## src/rtl/jogo_pkg.sv

```systemverilog
// ==== jogo_pkg : state codes and button decode shared by the bot player (rev 1.0) ====
`default_nettype none

package jogo_pkg;

  localparam logic [3:0] S_OCIOSO         = 4'h0;
  localparam logic [3:0] S_INICIA         = 4'h1;
  localparam logic [3:0] S_ESPERA_EXIB    = 4'h2;
  localparam logic [3:0] S_CAPTURA        = 4'h3;
  localparam logic [3:0] S_PREPARA        = 4'h4;
  localparam logic [3:0] S_PRESSIONA      = 4'h5;
  localparam logic [3:0] S_SOLTA          = 4'h6;
  localparam logic [3:0] S_PROXIMA        = 4'h7;
  localparam logic [3:0] S_NOVA           = 4'h8;
  localparam logic [3:0] S_PRESSIONA_NOVA = 4'h9;
  localparam logic [3:0] S_SOLTA_NOVA     = 4'hA;
  localparam logic [3:0] S_AUMENTA        = 4'hB;
  localparam logic [3:0] S_FIM            = 4'hC;

  localparam logic [3:0] ONEHOT_TAB [4] = '{4'b0001, 4'b0010, 4'b0100, 4'b1000};

  function automatic logic [3:0] decode_onehot(input logic [1:0] sel);
    return ONEHOT_TAB[sel];
  endfunction

  // Deliberate wrong press: neighbouring button, wrapping 1000 -> 0001.
  function automatic logic [3:0] rotl1(input logic [3:0] v);
    return {v[2:0], v[3]};
  endfunction

endpackage

`default_nettype wire

```

## src/rtl/jogador_automatico_if.sv

```systemverilog
// ==== jogador_automatico_if : bot <-> game signal bundle (rev 1.0) ====
`default_nettype none

interface jogador_automatico_if;
  logic       exibindo;
  logic [3:0] leds;
  logic       pronto;
  logic       acertou;
  logic       iniciar;
  logic [3:0] botoes;

  modport master (input exibindo, leds, pronto, acertou, output iniciar, botoes);
  modport slave  (output exibindo, leds, pronto, acertou, input iniciar, botoes);
endinterface

`default_nettype wire

```

## src/rtl/jogador_automatico_lfsr8.sv

```systemverilog
// ==== lfsr8 : free-running 8-bit Fibonacci LFSR, x^8+x^6+x^5+x^4+1 (rev 1.0) ====
`default_nettype none

module lfsr8 #(
  parameter logic [7:0] SEED = 8'hA5
) (
  input  wire logic       clock,
  input  wire logic       reset,
  output logic      [1:0] bits
);

  logic [7:0] q;
  logic       feedback;

  assign feedback = q[7] ^ q[5] ^ q[4] ^ q[3];
  assign bits     = q[1:0];

  always_ff @(posedge clock or posedge reset) begin
    if (reset) q <= SEED;
    else       q <= {q[6:0], feedback};
  end

endmodule

`default_nettype wire

```

## src/rtl/jogador_automatico.sv

```systemverilog
// ==== jogador_automatico : automatic player that captures and replays the game sequence (rev 1.0) ====
`default_nettype none

module jogador_automatico
  import jogo_pkg::*;
#(
  parameter int T_PRESS = 8,
  parameter int T_GAP   = 8,
  parameter int DEPTH   = 16
) (
  input  wire logic       clock,
  input  wire logic       reset,
  input  wire logic       habilita,
  input  wire logic       injeta_erro,
  input  wire logic [3:0] erro_idx,
  jogador_automatico_if.master jogo,
  output logic            ativo,
  output logic            vitoria,
  output logic      [3:0] limite,
  output logic      [3:0] db_estado
);

  localparam logic [7:0] TIMER_PRESS = 8'(T_PRESS - 1);
  localparam logic [7:0] TIMER_GAP   = 8'(T_GAP - 1);
  localparam logic [3:0] LIMITE_MAX  = 4'(DEPTH - 1);

  logic [3:0] state, next_state;
  logic [3:0] idx, next_idx;
  logic [7:0] timer;
  logic [3:0] press;
  logic [3:0] nova_val;
  logic [1:0] lfsr_bits;
  logic       timer_done;
  logic [3:0] mem [DEPTH];

  lfsr8 u_lfsr (
    .clock (clock),
    .reset (reset),
    .bits  (lfsr_bits)
  );

  assign nova_val   = decode_onehot(lfsr_bits);
  assign timer_done = (timer == 8'd0);

  always_ff @(posedge clock or posedge reset) begin
    if (reset) state <= S_OCIOSO;
    else       state <= next_state;
  end

  always_comb begin
    next_state = state;
    if (!habilita) begin
      next_state = S_OCIOSO;
    end else if (jogo.pronto && state != S_OCIOSO && state != S_FIM) begin
      next_state = S_FIM;
    end else begin
      case (state)
        S_OCIOSO:         next_state = S_INICIA;
        S_INICIA:         next_state = S_ESPERA_EXIB;
        S_ESPERA_EXIB:    if (jogo.exibindo) next_state = S_CAPTURA;
        S_CAPTURA:        if (!jogo.exibindo) next_state = S_PREPARA;
        S_PREPARA:        next_state = S_PRESSIONA;
        S_PRESSIONA:      if (timer_done) next_state = S_SOLTA;
        S_SOLTA:          if (timer_done) next_state = S_PROXIMA;
        S_PROXIMA:        next_state = (idx == limite) ? S_NOVA : S_PRESSIONA;
        S_NOVA:           next_state = S_PRESSIONA_NOVA;
        S_PRESSIONA_NOVA: if (timer_done) next_state = S_SOLTA_NOVA;
        S_SOLTA_NOVA:     if (timer_done) next_state = S_AUMENTA;
        S_AUMENTA:        next_state = (limite == LIMITE_MAX) ? S_FIM : S_PREPARA;
        S_FIM:            next_state = S_FIM;
        default:          next_state = S_OCIOSO;
      endcase
    end
  end

  // botoes is gated by the state register so an async reset clears it at once.
  always_comb begin
    jogo.iniciar = (state == S_INICIA);
    jogo.botoes  = (state == S_PRESSIONA || state == S_PRESSIONA_NOVA) ? press : 4'b0000;
    ativo        = (state != S_OCIOSO) && (state != S_FIM);
    db_estado    = state;
  end

  always_comb begin
    next_idx = idx;
    if (state == S_PREPARA)                     next_idx = 4'd0;
    else if (state == S_PROXIMA && idx != limite) next_idx = idx + 4'd1;
  end

  always_ff @(posedge clock or posedge reset) begin
    if (reset) begin
      idx     <= 4'd0;
      limite  <= 4'd0;
      timer   <= 8'd0;
      vitoria <= 1'b0;
      press   <= 4'b0000;
    end else begin
      idx <= next_idx;

      if (next_state != state) begin
        case (next_state)
          S_PRESSIONA, S_PRESSIONA_NOVA: timer <= TIMER_PRESS;
          S_SOLTA, S_SOLTA_NOVA:         timer <= TIMER_GAP;
          default:                       timer <= 8'd0;
        endcase
      end else if (!timer_done) begin
        timer <= timer - 8'd1;
      end

      if (next_state == S_PRESSIONA && state != S_PRESSIONA)
        press <= (injeta_erro && next_idx == erro_idx) ? rotl1(mem[next_idx]) : mem[next_idx];
      else if (state == S_NOVA)
        press <= nova_val;

      if (state == S_INICIA || state == S_CAPTURA)
        limite <= 4'd0;
      else if (state == S_AUMENTA && next_state == S_PREPARA)
        limite <= limite + 4'd1;

      if (state == S_INICIA)
        vitoria <= 1'b0;
      else if (next_state == S_FIM && state != S_FIM)
        vitoria <= jogo.acertou;
    end
  end

  always_ff @(posedge clock) begin
    if (state == S_CAPTURA && jogo.leds != 4'b0000)
      mem[0] <= jogo.leds;
    if (state == S_NOVA)
      mem[limite + 4'd1] <= nova_val;
  end

endmodule

`default_nettype wire

```

## src/flat_wrapper.sv

```systemverilog
// flat-port wrapper written by rule: the top's interface ports become plain ports
module jogador_automatico_flat import jogo_pkg::*;
#(
  parameter int T_PRESS = 8,
  parameter int T_GAP   = 8,
  parameter int DEPTH   = 16
)
  (clock, reset, habilita, injeta_erro, erro_idx, ativo, vitoria, limite, db_estado, jogo_exibindo, jogo_leds, jogo_pronto, jogo_acertou, jogo_iniciar, jogo_botoes);
  jogador_automatico_if jogo_i ();
  input  wire logic clock;
  input  wire logic reset;
  input  wire logic habilita;
  input  wire logic injeta_erro;
  input  wire logic [3:0] erro_idx;
  output logic ativo;
  output logic vitoria;
  output logic      [3:0] limite;
  output logic      [3:0] db_estado;
  input wire logic [$bits(jogo_i.exibindo)-1:0] jogo_exibindo;
  input wire logic [$bits(jogo_i.leds)-1:0] jogo_leds;
  input wire logic [$bits(jogo_i.pronto)-1:0] jogo_pronto;
  input wire logic [$bits(jogo_i.acertou)-1:0] jogo_acertou;
  output wire logic [$bits(jogo_i.iniciar)-1:0] jogo_iniciar;
  output wire logic [$bits(jogo_i.botoes)-1:0] jogo_botoes;
  assign jogo_i.exibindo = jogo_exibindo;
  assign jogo_i.leds = jogo_leds;
  assign jogo_i.pronto = jogo_pronto;
  assign jogo_i.acertou = jogo_acertou;
  assign jogo_iniciar = jogo_i.iniciar;
  assign jogo_botoes = jogo_i.botoes;
  jogador_automatico #(.T_PRESS(T_PRESS), .T_GAP(T_GAP), .DEPTH(DEPTH)) u_core (.clock(clock), .reset(reset), .habilita(habilita), .injeta_erro(injeta_erro), .erro_idx(erro_idx), .jogo(jogo_i), .ativo(ativo), .vitoria(vitoria), .limite(limite), .db_estado(db_estado));
endmodule
```

## config.mk

```make
export PLATFORM = sky130hd
export DESIGN_NAME = jogador_automatico_flat
export DESIGN_NICKNAME = d
export VERILOG_FILES = /design/src/rtl/jogo_pkg.sv /design/src/rtl/jogador_automatico_if.sv /design/src/rtl/jogador_automatico_lfsr8.sv /design/src/rtl/jogador_automatico.sv /design/src/flat_wrapper.sv
export SDC_FILE = /design/constraint.sdc
export NUM_CORES = 1
export LEC_CHECK = 0
export ABC_AREA = 1
export CORE_ASPECT_RATIO = 1.1
export CORE_MARGIN = 8
export CORE_UTILIZATION = 35
export CTS_CLUSTER_SIZE = 30
export DETAILED_ROUTE_END_ITERATION = 16
export PLACE_DENSITY = 0.55
export SLEW_MARGIN = 20
export SYNTH_ARGS = -nofsm -noshare
export SYNTH_HDL_FRONTEND = slang
export SYNTH_SLANG_ARGS = --single-unit
```

## constraint.sdc

```tcl
create_clock -name clock -period 2.54 [get_ports clock]
set_input_delay 0.381 -clock clock [delete_from_list [all_inputs] [get_ports clock]]
set_output_delay 0.381 -clock clock [all_outputs]
set_load 0.02 [all_outputs]
```

==> flow_summary.toml <==
[sta]
skew_ns = 0.00631
min_period_ns = 2.38
slew_headroom = 0.574
timing.final.crit_share = 0.935
layout_setup_ws_ns = 0.165
fmax_mhz = 421
rsz0062_at_grt = "yes"
setup_violations = 0
setup_tns_ns = 0
slew_viol_final = 0
hold_viol = 0
tightest_slew_ns = 0.632
hold-worst-slack_ns = 0.380

[placement]
dp_hpwl_um = 9010
gp_congestion = 0.839
place_ws_ns = 0.0681
io_buffers = 29

[worst_setup_path]
r2r_slack_ns = 0.16
slowest_delay_ns = 0.39
critical_path.cell_chain = "inv_2 -> ha_1 -> inv_1 -> nor2_2 -> inv_1 -> nor2_1 -> nand2_2 -> o21ai_2 -> nand2_2 -> xor2_1 -> nand3_2 -> a21oi_4 -> nand2_4 -> nor2_4 -> inv_2 -> nand2_1 -> nand2_1"
crit_family = "simple AND/OR/NAND/NOR gates"
rr_endpoint = "u_core.timer[0]"
cp.arrival_ns = 2.62
critPathSlowestCell = "dfrtp_1"
path_max_fanout = 6
timing.critical_path.from_type = "flip-flop"
cp.required_ns = 2.78
cp_num_buf_inv = 4
crit_path_end_kind = "flip-flop"
reg2regPathDepth = 17
worstSetupPathType = "reg -> reg"
worstReg2RegStart = "u_core.timer[0]"

[synth]
yosysTopAreaCellShare = 0.387
syn_nets = 574
synthCells = 556
synth_edf_count = 64
yosys_most_used_dff = "edfxtp_1"
netlist_top_cells_area = "edfxtp_1, dfrtp_1, nand2_1"
postSynthAreaPerCell_um2 = 8.94
yosysUniqueCellTypes = 41
synth_top_area_cell = "edfxtp_1"
async_flop_share = 0.340
synth_common_cells = "nand2_1, inv_1, nand3_1"
yosysMostFrequentCell = "nand2_1"
synth_seq_cells = 97
synth.cell_area_um2 = 4970
yosys_warnings = 0
ys_seq_area_frac = 0.554

[floorplanning]
row_count = 45
dieHeight_um = 141
ios = 30
initial_core_util = 0.359
core-area_um2 = 13900
die_w_um = 130
dieArea_um2 = 18300

[clock_tree]
cts_root_buf = "clkbuf_16"
cts.hold.buffers_added = 0
cts_max_path_buffers = 2
tritoncts = "yes"
clk_pin_slew_ns = 0.07
clock_latency_ns = 0.35
htreeDepth = 3
cts_sinks = 97
cts_made_buffers = 9

[grt]
antenna_found_initial = 0
grt_max_degree = 34
grt_first_pass_wirelength_um = 19700
grt_pass1_vias = 3839
track_usage = 0.140
grt.overflow.total = 0

[final_layout]
fin_nets = 624
fillers = 1379
area_growth_pct = 19.4
drive_gt1_frac = 0.146
antenna_cells = 0

[route]
viasPerCell = 4.81
drt-initial-drc-count = 276
drc = 0
via_count = 3842
drt-total-wl_um = 12200
firstDrtPassIters = 5
ant_nets = 0
avgRoutedWirePerCell_um = 15.3

[worst_hold_path]
min-delay-start = "u_core.u_lfsr.q[6]"
min_path_type = "reg -> reg"
hold_end = "u_core.u_lfsr.q[7]"
whs_path_depth = 0

[power_and_ir_drop]
peakVddDrop_v = 0.000373
power.leakage_nw = 2.70
power.density_nw_per_um2 = 927

[run_status]
status = "finished, final reports clean"

[flow_run]
max_cap_violations = 0
[routing by layer]
metal | part of all wire | track usage | up-vias
met2 | 0.49 | 0.230 | 75
met5 | 0 | 0 | -
met1 | 0.45 | 0.173 | 1834
met3 | 0.042 | 0.0272 | 12
li1 | - | - | 1921
met4 | 0.022 | 0.0618 | 0
[through the flow]
stage / total power [mW] / cell area [um^2] / utilization / std cells
6_report: 5.50 / 5930 / 0.428 / 799
3_5_place_dp: 4.07 / 5580 / 0.403 / 777
2_1_floorplan: 3.42 / 4970 / - / 556
4_1_cts: 5.37 / 5860 / 0.423 / 793
3_3_place_gp: 4.04 / 5580 / 0.403 / 777
5_1_grt: 5.81 / 5930 / 0.428 / 799
[kinds of logic (layout without fill, tap and decap cells)]
| logic type | after synthesis | in the layout | share of synthesized area |
|---|---|---|---|
| AND/OR/NAND/NOR | 296 | 296 | 0.276 |
| buffers and inverters | 103 | 158 | 0.0806 |
| flip-flops | 97 | 97 | 0.554 |
| AO/OA/AOI/OAI | 44 | 44 | 0.0574 |
| XOR/XNOR | 12 | 12 | 0.0227 |
| adder cells (fa/ha/maj) | 3 | 3 | 0.00756 |
| multiplexers | 1 | 1 | 0.00201 |
[cells in the final DEF, fill, tap and decap left out, drive strengths merged, types with 2 or more instances in the layout]
cell type      count
dfstp              4
a21oi             10
nand3b             3
clkbuf             9
xnor2              5
nand3             75
xor2               7
clkdlybuf4s50     25
clkinvlp           3
o211ai             8
nor2              62
or2                2
nand4             16
edfxtp            64
o21ai             19
dlymetal6s2s       4
ha                 3
nor3               2
nand2            135
o22ai              3
buf               21
dfrtp             29
inv               93
clkinv             3
[cell type report]
class | count | area [um^2] | share of cell area
Sequential cell | 97 | 2760 | 0.465
Multi-Input combinational cell | 356 | 1830 | 0.309
Timing Repair Buffer | 50 | 483 | 0.0814
Inverter | 92 | 345 | 0.0582
Tap cell | 188 | 235 | 0.0397
Clock buffer | 9 | 225 | 0.0380
Clock inverter | 7 | 53.8 | 0.00907
[worst max path at each step]
stage	endpoint	startpoint	cells past startpoint
after global placement	u_core.press[0]	u_core.timer[0]	17
after CTS	jogo_botoes[3]	u_core.db_estado[2]	7
after floorplan	u_core.timer[0]	u_core.timer[0]	17
after detailed placement	u_core.press[3]	u_core.timer[0]	17
after global routing	u_core.press[3]	u_core.limite[0]	15
final	u_core.timer[0]	u_core.timer[0]	17
[state kept, by name, summed over array words and instances, names as in the netlist]
| signal | cells |
|---|---|
| u_core.mem | 64 |
| u_core.timer | 8 |
| u_core.u_lfsr.q | 8 |
| u_core.db_estado | 4 |
| u_core.idx | 4 |
| u_core.limite | 4 |
| u_core.press | 4 |
| u_core.vitoria | 1 |
[timing repair]
action / CTS / global route
setup endpoints to repair: 4 / 13
buffers inserted: 0 / 6
resized for setup: 1 / 12
pin swaps: 0 / 2
[power by group]
part           leakage [nW]  switching [mW]  internal, mW
combinational          1.56            1.37         0.771
sequential             1.01           0.112          1.95
clock                 0.130           0.628         0.672
Note: power is estimated with default switching activity, not from simulation.
